File: src/rtl/parity_serial_tx.sv
// Framed serial transmitter: start bit, DATA_W data bits LSB first,
// selectable odd/even parity bit, stop bit. Each bit lasts CLKS_PER_BIT
// clocks. A word is taken through a valid/ready handshake in IDLE only.
module parity_serial_tx #(
   parameter int DATA_W       = 4,
   parameter int CLKS_PER_BIT = 4
) (
   input  logic              clk,
   input  logic              rst_n,
   input  logic [DATA_W-1:0] data_in,
   input  logic              parity_sel,
   input  logic              in_valid,
   output logic              in_ready,
   output logic              tx_out,
   output logic              busy,
   output logic              frame_done
);

   localparam int CW = (CLKS_PER_BIT > 1) ? $clog2(CLKS_PER_BIT) : 1;
   localparam int IW = (DATA_W > 0) ? $clog2(DATA_W + 1) : 1;
   localparam logic [CW-1:0] CNT_LAST = CW'(CLKS_PER_BIT - 1);
   localparam logic [IW-1:0] IDX_LAST = IW'(DATA_W - 1);

   typedef enum logic [2:0] {
      IDLE,
      START,
      DATA,
      PARITY,
      STOP
   } state_t;

   state_t            r_state;
   state_t            w_stateNext;
   logic [CW-1:0]     r_cnt;
   logic [CW-1:0]     w_cntNext;
   logic [IW-1:0]     r_bitIdx;
   logic [IW-1:0]     w_bitIdxNext;
   logic [DATA_W-1:0] r_shift;
   logic [DATA_W-1:0] w_shiftNext;
   logic              r_parity;
   logic              w_parityNext;
   logic              r_tx;
   logic              r_ready;
   logic              r_busy;
   logic              r_done;
   logic              w_txNext;
   logic              w_readyNext;
   logic              w_doneNext;
   logic              w_bitEnd;
   logic              w_accept;

   assign w_bitEnd = (r_cnt == CNT_LAST);
   assign w_accept = (r_state == IDLE) && in_valid && r_ready;

   // State register; reset aborts any frame and returns to IDLE at once
   always_ff @(posedge clk or negedge rst_n) begin
      if (!rst_n) begin
         r_state <= IDLE;
      end else begin
         r_state <= w_stateNext;
      end
   end

   // Next-state decision: each non-idle state ends on the last cycle of its bit
   always_comb begin
      w_stateNext = r_state;
      case (r_state)
         IDLE:    if (w_accept) w_stateNext = START;
         START:   if (w_bitEnd) w_stateNext = DATA;
         DATA:    if (w_bitEnd && (r_bitIdx == IDX_LAST)) w_stateNext = PARITY;
         PARITY:  if (w_bitEnd) w_stateNext = STOP;
         STOP:    if (w_bitEnd) w_stateNext = IDLE;
         default: w_stateNext = IDLE;
      endcase
   end

   // Next values of counters, shift register and latched parity bit
   always_comb begin
      w_cntNext    = r_cnt;
      w_bitIdxNext = r_bitIdx;
      w_shiftNext  = r_shift;
      w_parityNext = r_parity;
      if (w_stateNext != r_state) begin
         w_cntNext    = '0;
         w_bitIdxNext = '0;
      end else if ((r_state == DATA) && w_bitEnd) begin
         w_cntNext    = '0;
         w_bitIdxNext = r_bitIdx + 1'b1;
      end else if (r_state != IDLE) begin
         w_cntNext = r_cnt + 1'b1;
      end
      if (w_accept) begin
         w_shiftNext  = data_in;
         w_parityNext = parity_sel ? (^data_in) : ~(^data_in);
      end else if ((r_state == DATA) && w_bitEnd) begin
         w_shiftNext = r_shift >> 1;
      end
   end

   // Output decode from the upcoming state so every output can be registered
   always_comb begin
      w_txNext    = 1'b1;
      w_readyNext = (w_stateNext == IDLE);
      w_doneNext  = (w_stateNext == STOP) && (w_cntNext == CNT_LAST);
      case (w_stateNext)
         START:   w_txNext = 1'b0;
         DATA:    w_txNext = w_shiftNext[0];
         PARITY:  w_txNext = w_parityNext;
         default: w_txNext = 1'b1;
      endcase
   end

   // Datapath and registered outputs
   always_ff @(posedge clk or negedge rst_n) begin
      if (!rst_n) begin
         r_cnt    <= '0;
         r_bitIdx <= '0;
         r_shift  <= '0;
         r_parity <= 1'b0;
         r_tx     <= 1'b1;
         r_ready  <= 1'b1;
         r_busy   <= 1'b0;
         r_done   <= 1'b0;
      end else begin
         r_cnt    <= w_cntNext;
         r_bitIdx <= w_bitIdxNext;
         r_shift  <= w_shiftNext;
         r_parity <= w_parityNext;
         r_tx     <= w_txNext;
         r_ready  <= w_readyNext;
         r_busy   <= ~w_readyNext;
         r_done   <= w_doneNext;
      end
   end

   assign tx_out     = r_tx;
   assign in_ready   = r_ready;
   assign busy       = r_busy;
   assign frame_done = r_done;

endmodule
File: config.mk
export PLATFORM = sky130hd
export DESIGN_NAME = parity_serial_tx
export DESIGN_NICKNAME = d
export VERILOG_FILES = /design/src/rtl/parity_serial_tx.sv
export SDC_FILE = /design/constraint.sdc
export NUM_CORES = 1
export LEC_CHECK = 0
export CAP_MARGIN = 40
export CORE_AREA = 3 3 46 48
export DETAILED_ROUTE_END_ITERATION = 8
export DIE_AREA = 0 0 49 51
export PLACE_DENSITY = 0.74
export SYNTH_ARGS = -nofsm -noshare
export SYNTH_HDL_FRONTEND = slang
export SYNTH_SLANG_ARGS = --single-unit
File: constraint.sdc
create_clock -name clk -period 1.9 [get_ports clk]
set_input_delay 0.38 -clock clk [delete_from_list [all_inputs] [get_ports clk]]
set_output_delay 0.38 -clock clk [all_outputs]
set_load 0.01 [all_outputs]
==> impl_metrics.tcl, run 1 <==
set metrics [dict create \
    crit_family "flip-flops" \
    layout-drive-gt1-share_pct 14.4 \
    path_cells "clkdlybuf4s50_1" \
    boundaryPins 12 \
    wl_um 1620 \
    synth_top_cell_by_area "dfrtp_1" \
    drc_errors 0 \
    cts_resized 0 \
    fin_tns_setup_ns 0 \
    synthCells 85 \
    synthTopCellsByArea "dfrtp_1 (41%), dfstp_2 (5.8%), ha_1 (4.1%)" \
    p_per_area_nw_per_um2 1410 \
    fp.dieArea_um2 2500 \
    root_buffer "clkbuf_4" \
    hold_viol 0 \
    setup_slack_ns 0.143 \
    relSlewSlack_pct 73.5 \
    htree_levels 1 \
    path_class "flop to output port" \
    grt_pass1_vias 698 \
    ys_seq_area_share_pct 47.2 \
    antenna_cells 0 \
    setup_viol 0 \
    hold_buffers 0 \
    synth_edf_count 0 \
    p_leak_nw 0.476 \
    cts_inserted_buffers 3 \
    skew_ns 0.00131 \
    drv_cap 0 \
    synthArstFlopShare_pct 100 \
    fin_nets 109 \
    drt-initial-drc-count 11 \
    antenna_found_initial 0 \
    avgSynthCellArea_um2 10.7 \
    clock_path_buffers 2 \
    synthDominantCellAreaShare_pct 41.4 \
    die_x_um 49 \
    rows 15 \
    track_usage_pct 15.7 \
    power.total_w 0.00149 \
    grt_max_degree 18 \
    synth_seq_cells 17 \
    r2r_start "r_cnt[0]" \
    tritoncts "built" \
    synth_fp_nets 96 \
    place_congestion 0.756 \
    hold-worst-slack_ns 0.419 \
    rsz0062_at_grt "false" \
    crit_fanout 3 \
    clk_pin_slew_ns 0.09 \
    cp-start-kind "flop" \
    required_ns 1.52 \
    clock_latency_ns 0.28 \
    cts_sinks 17 \
    place.port_buffers 11 \
    yosysMostFrequentCell "dfrtp_1" \
    synth_commonest_cells "dfrtp_1 (15), nor2_1 (9), a21oi_1 (5), inv_1 (5)" \
    slowest_stage "dfstp_2" \
    synth_area_um2 906 \
    endpoint_kind "output port" \
    dp_slack_ns -0.143 \
    min_period_over_period_pct 92.5 \
    irDropWorstVdd_mv 0.921 \
    ys.flop_type "dfrtp_1" \
    drt-pass1-iter-count 4 \
    syn_to_final_growth_pct 16.3 \
    worstReg2RegEnd "tx_out" \
    cts_setup_buffers 0 \
    place_hpwl_um 1250 \
    slew_violations 0 \
    yosysWarnings 0 \
    vias_per_cell 5.44 \
    cpPeakStageDelay_ns 0.56 \
    wl_per_cell_um 13.2 \
    post-route-min-period_ns 1.76 \
    tightest_slew_ns 0.397 \
    start_util_pct 51.9 \
    grt_pass1_wl_um 3020 \
    fmax_mhz 569 \
    drtAntennaViolNets 0 \
    vias 664 \
    hp-class "input port to async pin" \
    synthDistinctLibCells 32 \
    cp_data_arrival_time_ns 1.38 \
    fp.coreArea_um2 1750 \
    reg2reg_depth 5 \
    reg2reg_slack_ns 0.18 \
    status "complete, no violations" \
    cp.buffers_inverters 1 \
    die_h_um 51 \
    overflow 0 \
]
cells by family (layout without fill, tap and decap cells):
kind of cell               Yosys count  in the layout  share of synthesized area, %
AOI/OAI and AO/OA                   21             21                          15.3
muxes                                4              4                          5.11
xor gates and xnor gates             5              5                          6.35
buffers and inverters               11             23                          6.77
and+or+nand+nor                     24             24                          15.1
DFF                                 17             17                          47.2
adders and majority gates            3              3                          4.14
cells in the final DEF (no fill, tap or decap):
master	synthesis	routed
nor3_1	1	1
nand3_2	1	1
o21a_1	2	2
nand3b_1	2	2
a21oi_1	5	5
nor2_1	9	9
dfrtp_1	15	15
xor2_1	2	2
xnor3_1	1	1
nand3_1	3	3
nand4b_1	1	1
o22ai_1	2	2
clkbuf_1	0	1
ha_1	3	3
a21bo_2	1	1
o21ai_0	3	3
o31ai_1	2	2
mux2_4	1	1
xnor2_1	2	2
o21ba_2	1	1
mux2i_1	2	2
nand2_1	4	4
inv_1	5	5
nor3_4	1	1
buf_4	0	3
clkdlybuf4s50_1	0	11
a32o_1	1	1
clkbuf_4	0	3
or3_1	1	1
a31oi_1	3	3
dfstp_2	2	2
a211oi_1	1	1
nand4bb_1	1	1
mux2_2	1	1
layout make-up:
class / count / area (um2)
Fill cell: 163 / 692
Multi-Input combinational cell: 57 / 417
Clock buffer: 4 / 26.3
Tap cell: 25 / 31.3
Sequential cell: 17 / 428
Inverter: 5 / 18.8
Timing Repair Buffer: 14 / 133
metal layers:
| metal | routed length (um) | global-route usage [%] | vias to the layer above |
|---|---|---|---|
| met1 | 650 | 18.2 | 316 |
| met2 | 857 | 28.7 | 22 |
| met3 | 94 | 3.21 | 2 |
| li1 | - | - | 324 |
| met4 | 13 | 5.69 | 0 |
| met5 | 0 | 0 | - |
worst max path at each step:
stage                    start  endpoint  slack [ns]  cells past startpoint
floorplan             r_cnt[0]    tx_out        0.21                      7
global placement    data_in[2]    tx_out        -0.1                      5
detailed placement  data_in[2]    tx_out       -0.14                      5
CTS                   in_ready  in_ready        0.13                      1
global route          r_cnt[0]    tx_out        0.04                      5
finish                in_ready  in_ready        0.14                      1
where the power goes:
group,switching [W],internal [W],total [W]
clock,0.000104,0.0000814,0.000185
sequential,0.000140,0.000519,0.000659
combinational,0.000310,0.000334,0.000644
registers in the layout, summed over array words and instances, names as in the netlist:
signal      flops
r_cnt           2
r_shift         4
tx_out          1
busy            1
r_parity        1
in_ready        1
frame_done      1
r_state         3
r_bitIdx        3
per-stage QoR:
| stage | std cells | instance area [um2] | util [%] |
|---|---|---|---|
| after floorplan | 85 | 906 | - |
| after global placement | 118 | 1030 | 58.9 |
| after detailed placement | 118 | 1030 | 58.9 |
| after CTS | 122 | 1050 | 60.4 |
| after global routing | 122 | 1050 | 60.4 |
| final | 122 | 1050 | 60.4 |
No activity file was read; power rests on OpenSTA's default activity.
==> run 2, diff against run 1 <==
--- a/config.mk
+++ b/config.mk
@@ -10,6 +10,7 @@
 export DETAILED_ROUTE_END_ITERATION = 8
 export DIE_AREA = 0 0 49 51
 export PLACE_DENSITY = 0.74
+export SKIP_CTS_REPAIR_TIMING = 1
 export SYNTH_ARGS = -nofsm -noshare
 export SYNTH_HDL_FRONTEND = slang
 export SYNTH_SLANG_ARGS = --single-unit
==> results of run 2 <==
Same layout as run 1: the final DEF is identical, and so are final timing and power.
